### src/rtl/display_mux_pwm.sv
// Multiplexed seven-segment driver: scans NUM_DIGITS digits of one of NUM_PAGES pages onto
// active-low anode/cathode pins, with frame-aligned page switching, blink, PWM dimming and ghost blanking.
module display_mux_pwm #(
    parameter  int NUM_DIGITS   = 4,
    parameter  int NUM_PAGES    = 2,
    parameter  int SEG_W        = 7,
    parameter  int REFRESH_DIV  = 100000,
    parameter  int BLINK_FRAMES = 128,
    parameter  int BRIGHT_W     = 3,
    localparam int PAGE_W       = (NUM_PAGES > 1) ? $clog2(NUM_PAGES) : 1
) (
    input  logic                                clk,
    input  logic                                reset,
    input  logic [PAGE_W-1:0]                   page_sel,
    input  logic [NUM_PAGES*NUM_DIGITS*SEG_W-1:0] seg_in,
    input  logic [NUM_DIGITS-1:0]               blink_mask,
    input  logic [BRIGHT_W-1:0]                 brightness,
    output logic [NUM_DIGITS-1:0]               anode,
    output logic [SEG_W-1:0]                    display_ssd,
    output logic                                frame_tick
);

    localparam int PRESC_W = $clog2(REFRESH_DIV);
    localparam int DIG_W   = (NUM_DIGITS > 1) ? $clog2(NUM_DIGITS) : 1;
    localparam int FRM_W   = (BLINK_FRAMES > 1) ? $clog2(BLINK_FRAMES) : 1;
    localparam int SEL_W   = (NUM_PAGES * NUM_DIGITS > 1) ? $clog2(NUM_PAGES * NUM_DIGITS) : 1;

    localparam logic [PRESC_W-1:0]    PRESC_MAX = PRESC_W'(REFRESH_DIV - 1);
    localparam logic [DIG_W-1:0]      DIG_MAX   = DIG_W'(NUM_DIGITS - 1);
    localparam logic [FRM_W-1:0]      FRM_MAX   = FRM_W'(BLINK_FRAMES - 1);
    localparam logic [PAGE_W-1:0]     PAGE_MAX  = PAGE_W'(NUM_PAGES - 1);
    localparam logic [NUM_DIGITS-1:0] DIG_ONE   = NUM_DIGITS'(1);

    logic [PRESC_W-1:0]    presc_q, presc_d;
    logic [DIG_W-1:0]      digit_q, digit_d;
    logic [PAGE_W-1:0]     page_q, page_d;
    logic [BRIGHT_W-1:0]   pwm_cnt_q, pwm_cnt_d;
    logic [FRM_W-1:0]      frame_cnt_q, frame_cnt_d;
    logic                  blink_phase_q, blink_phase_d;
    logic [NUM_DIGITS-1:0] anode_q, anode_d;
    logic [SEG_W-1:0]      ssd_q, ssd_d;
    logic                  frame_tick_q, frame_tick_d;

    logic [NUM_PAGES*NUM_DIGITS-1:0][SEG_W-1:0] seg_arr;
    logic [SEL_W-1:0] sel_idx;
    int               sel_int;
    logic             frame_wrap;
    logic             visible;

    assign seg_arr = seg_in;

    always_comb begin
        presc_d       = presc_q + 1'b1;
        digit_d       = digit_q;
        page_d        = page_q;
        pwm_cnt_d     = pwm_cnt_q + 1'b1;
        frame_cnt_d   = frame_cnt_q;
        blink_phase_d = blink_phase_q;
        frame_wrap    = 1'b0;

        if (presc_q == PRESC_MAX) begin
            presc_d = '0;
            if (digit_q == DIG_MAX) begin
                digit_d    = '0;
                frame_wrap = 1'b1;
            end else begin
                digit_d = digit_q + 1'b1;
            end
        end

        // Page and blink state only move at a frame boundary so a frame never mixes pages.
        if (frame_wrap) begin
            if (page_sel <= PAGE_MAX) begin
                page_d = page_sel;
            end
            if (frame_cnt_q == FRM_MAX) begin
                frame_cnt_d   = '0;
                blink_phase_d = ~blink_phase_q;
            end else begin
                frame_cnt_d = frame_cnt_q + 1'b1;
            end
        end

        sel_int = int'(page_q) * NUM_DIGITS + int'(digit_q);
        sel_idx = sel_int[SEL_W-1:0];

        // presc == 0 is the ghost guard cycle at every digit change.
        visible = (presc_q != '0) && (pwm_cnt_q <= brightness) &&
                  !(blink_phase_q && blink_mask[digit_q]);

        anode_d      = visible ? ~(DIG_ONE << digit_q) : '1;
        ssd_d        = visible ? ~seg_arr[sel_idx] : '1;
        frame_tick_d = frame_wrap;
    end

    always_ff @(posedge clk) begin
        if (reset) begin
            presc_q       <= '0;
            digit_q       <= '0;
            page_q        <= '0;
            pwm_cnt_q     <= '0;
            frame_cnt_q   <= '0;
            blink_phase_q <= 1'b0;
            anode_q       <= '1;
            ssd_q         <= '1;
            frame_tick_q  <= 1'b0;
        end else begin
            presc_q       <= presc_d;
            digit_q       <= digit_d;
            page_q        <= page_d;
            pwm_cnt_q     <= pwm_cnt_d;
            frame_cnt_q   <= frame_cnt_d;
            blink_phase_q <= blink_phase_d;
            anode_q       <= anode_d;
            ssd_q         <= ssd_d;
            frame_tick_q  <= frame_tick_d;
        end
    end

    assign anode       = anode_q;
    assign display_ssd = ssd_q;
    assign frame_tick  = frame_tick_q;

endmodule
### config.mk
export PLATFORM = sky130hd
export DESIGN_NAME = display_mux_pwm
export DESIGN_NICKNAME = d
export VERILOG_FILES = /design/src/rtl/display_mux_pwm.sv
export SDC_FILE = /design/constraint.sdc
export NUM_CORES = 1
export LEC_CHECK = 0
export BUFFER_PORTS_ARGS = -buffer_cell sky130_fd_sc_hd__buf_2
export CAP_MARGIN = 20
export CELL_PAD_IN_SITES_DETAIL_PLACEMENT = 1
export CELL_PAD_IN_SITES_GLOBAL_PLACEMENT = 2
export CORE_MARGIN = 1
export CORE_UTILIZATION = 27
export CTS_CLUSTER_SIZE = 25
export DETAILED_ROUTE_END_ITERATION = 7
export GPL_TIMING_DRIVEN = 0
export PLACE_DENSITY = 0.82
export SLEW_MARGIN = 30
export SYNTH_ARGS = -nofsm -noshare
export SYNTH_HDL_FRONTEND = slang
export SYNTH_SLANG_ARGS = --single-unit
### constraint.sdc
create_clock -name clk -period 2.3 [get_ports clk]
set_clock_uncertainty 0.1 [all_clocks]
set_input_delay 0.115 -clock clk [delete_from_list [all_inputs] [get_ports clk]]
set_output_delay 0.115 -clock clk [all_outputs]
set_load 0.01 [all_outputs]
==> results.md <==
Floorplanning:
- The die is a little under 100 um tall.
- The initial core utilization is 0.279.
- The floorplan step defined a core boundary enclosing 8680 um^2.
- The floorplan has 34 rows.
- The die covers ~9300 um^2.
- The I/O pin count is 78.
- The die is between 90 and 100 um wide.

Placement:
- After legalization and detailed placement, the total HPWL measured around 5000 um.
- The number of cells after detailed placement is about 430.
- The global placement routability congestion is ~0.79.
- The port buffer count is between 70 and 80.

Drt:
- In the routed design, unresolved DRC markers number 0.
- The count of TritonRoute iterations in the first routing pass is 4.
- The via count is 2254.
- The total wire length is 6620 um.
- The count of nets left with antenna violations once routing finished came out at 0.
- After detailed routing, the number of vias per cell comes to 5.12.
- The mean routed wirelength per cell is 15.0 um.
- After the first detailed-routing iteration, the DRC count stood at 29.

Synth:
- For this run, the number of Yosys warnings is 0.
- The net count after synthesis is 318.
- The mean instance size in the synthesized netlist is about 10 um^2.
- The async set-or-reset flop fraction in the synthesized netlist is 0.
- The post-synth design cell area is 2420 um^2.
- The cell taking the most area after synthesis is dfxtp_1.
- After synthesis, the netlist uses 43 different library cells.
- The cell count after synthesis came out at 241.
- Counting flops with a built-in enable in the synthesized netlist gives 0.
- The sequential share of the synthesized area is 0.356.
- Among all flip-flop cells after synthesis, the most frequent one is dfxtp_1.
- The area fraction of the dominant cell type after synthesis is 0.356.
- After synthesis, the most frequently instantiated cells are dfxtp_1, nand4_1, nor2_1, mux4_2, nand3_1.
- The number of synthesized register bits is 43.
- The library cell with the highest instance count after synthesis is dfxtp_1.
- After synthesis, the cell types taking the most area are dfxtp_1, mux4_2, ha_1, nand4_1, mux2_2.

Status:
- The flow ran to the end, but the final reports show violations.
- The final reports fail on setup timing.

Timing:
- The total setup violations reported at the end of the flow is 1.
- Derived from the worst setup path, the maximum achievable clock frequency is around 430 MHz.
- Across all setup checks in the final design, the least slack found is -0.00305 ns.
- The final-report max-slew violation count is 0.
- The actual transition at the worst max-transition pin is just over 0.9 ns.
- The total negative slack for setup checks is -0.00305 ns.
- The worst slew margin relative to its limit is 0.374.
- Setup repair after global routing could not meet its margin everywhere.
- Dividing the final minimum period by the clock period gives 1.00.
- The clock period minus worst slack is 2.30 ns.
- The number of endpoints with negative hold slack in the final report is 0.

Critical path:
- For the worst setup path, the data arrival time is ~2.4 ns.
- The number of buffer and inverter instances along the worst setup path is 0.
- The delay of the slowest critical-path stage is around 0.79 ns.
- Along the worst path, the maximum fanout reaches 10.
- The nature of the critical path endpoint is a flip-flop.
- The worst setup path is launched from a flip-flop.
- Among all stages on the critical path, the largest delay is contributed by nor4_2.
- In this design, the largest share of critical-path delay is due to simple AND/OR/NAND/NOR gates.
- The kind of critical path is flip-flop to flip-flop.
- The signal on the critical path passes through or4_4 > nor4_2 > nand4b_1 > a21oi_1.
- The required arrival time at the worst endpoint is roughly 2.4 ns.

Worst hold path:
- The min-delay analysis places its worst path in the category input port to flip-flop.

Cells and area:
- The fraction of layout cells with a size suffix above 1 is 0.440.
- The number of antenna cells inserted is 0.
- The net count of the finished layout is approximately 410.
- From synthesis to final layout, the design area changed by 28.9%.
- The final non-filler cell total is between 400 and 500.

Power and ir drop:
- The peak supply drop is 0.164 mV.
- The post-route total power is ~1.4 mW.
- The analysis attributes to cell leakage a power of ~1.2 nW.
- In this run the power density over the cells is 461 nW/um^2.

Clocking:
- The maximum buffer depth of the clock tree is 2.
- TritonCTS created 5 clock buffers.
- The clock network latency to the later pin of the worst-skew pair is approximately 0.30 ns.
- The clock tree synthesis step divided the H-tree into 2 levels.
- The root buffer cell chosen for the clock tree is clkbuf_8.
- Clock-pin slew was measured on the worst setup and hold paths at ~0.090 ns.
- The TritonCTS clock tree is built.
- The tree built by TritonCTS fans out to 43 sinks.

Global route:
- The first global-routing pass estimated approximately 11000 um of wire.
- For this run, the total global-route usage over all layers was measured as 0.144.
- The largest net degree at the start of global routing is 14.
- The via count of the first global-routing pass is roughly 2300.
- The remaining global-route overflow is 0.
- The number of antenna violations at the first check in global routing is 0.

Job:
- The total of max-cap violations is 0.
## kinds of logic (layout without fill, tap and decap cells)
family / after synthesis / count (layout) / synth area share
and+or+nand+nor: 95 / 95 / 0.229
xor gates and xnor gates: 14 / 14 / 0.0507
adders and majority gates: 11 / 11 / 0.0569
buffers and inverters: 29 / 120 / 0.0642
AOI/OAI and AO/OA: 26 / 26 / 0.0657
DFF: 43 / 43 / 0.356
muxes: 23 / 23 / 0.177
## flip-flops by register name (all words and copies together), names as in the netlist
signal / cells
anode: 4
blink_phase_q: 1
digit_q: 2
display_ssd: 7
frame_cnt_q: 7
frame_tick: 1
page_q: 1
presc_q: 17
pwm_cnt_q: 3
## layer usage
metal	share of wire	vias to the layer above	global-route usage
met3	0.054	6	0.0340
met2	0.51	70	0.261
li1	-	1076	-
met4	0.0073	0	0.0344
met1	0.43	1102	0.172
met5	0	-	0
## tightest hold or removal path, delay by kind of cell
family	cells	cell delay (ns)
buffers and inverters	2	0.26
AO/OA/AOI/OAI	1	0.04
## layout make-up
cell class                      count  area (um^2)
Tap cell                          108          135
Buffer                             17          120
Fill cell                        1046         5560
Timing Repair Buffer               84          440
Sequential cell                    43          873
Inverter                           11         41.3
Multi-Input combinational cell    169         1420
Clock inverter                      2         12.5
Clock buffer                        6         72.6
## where the power goes
part           internal, mW  switching, mW
logic                 0.102         0.0844
registers             0.762        0.00972
clock network         0.212          0.266
total                  1.08          0.360
## final timing paths
| check | from | end | slack (ns) | cells after the start |
|---|---|---|---|---|
| max | presc_q[5] | frame_cnt_q[0] | -0.003 | 4 |
| min | reset | blink_phase_q | 0.05 | 3 |
| max reg2reg | presc_q[5] | frame_cnt_q[0] | -0.003 | 4 |
| min reg2reg | pwm_cnt_q[0] | pwm_cnt_q[0] | 0.34 | 1 |
## cells in the final DEF (no fill, tap or decap), types with 6 or more instances in the layout
master    Yosys  final
mux4_2       15     15
nand2_1       7      7
buf_4         0      8
dfxtp_1      43     37
buf_2         3     81
clkbuf_8      3      8
xnor2_1       8      8
nor2_1       21     21
a21oi_1      12     12
inv_1        11     11
ha_1         11     10
xor2_1        6      6
nand3_1      13     13
mux2_2        8      8
nand4_1      22     22
## per-stage QoR
step / instance area [um^2] / hold WS (ns) / util / setup WS (ns)
global placement: 2940 / 0.275 / 0.339 / -0.239
CTS: 3050 / 0.0596 / 0.351 / -0.0359
global route: 3120 / 0.0574 / 0.359 / -0.0683
floorplan: 2420 / 0.164 / - / 0.0390
detailed placement: 2940 / 0.280 / 0.339 / -0.282
finish: 3120 / 0.0544 / 0.359 / -0.00305
## timing repair
item | 4_1_cts | 5_1_grt
pin swaps | 1 | 3
resized for setup | 11 | 14
buffers inserted | 1 | 5
cloned | 0 | 0
endpoints found under the setup margin | 35 | 22
hold buffers | 1 | 0
endpoints found under the hold margin | 1 | 0
No activity file was read; power rests on OpenSTA's default activity.
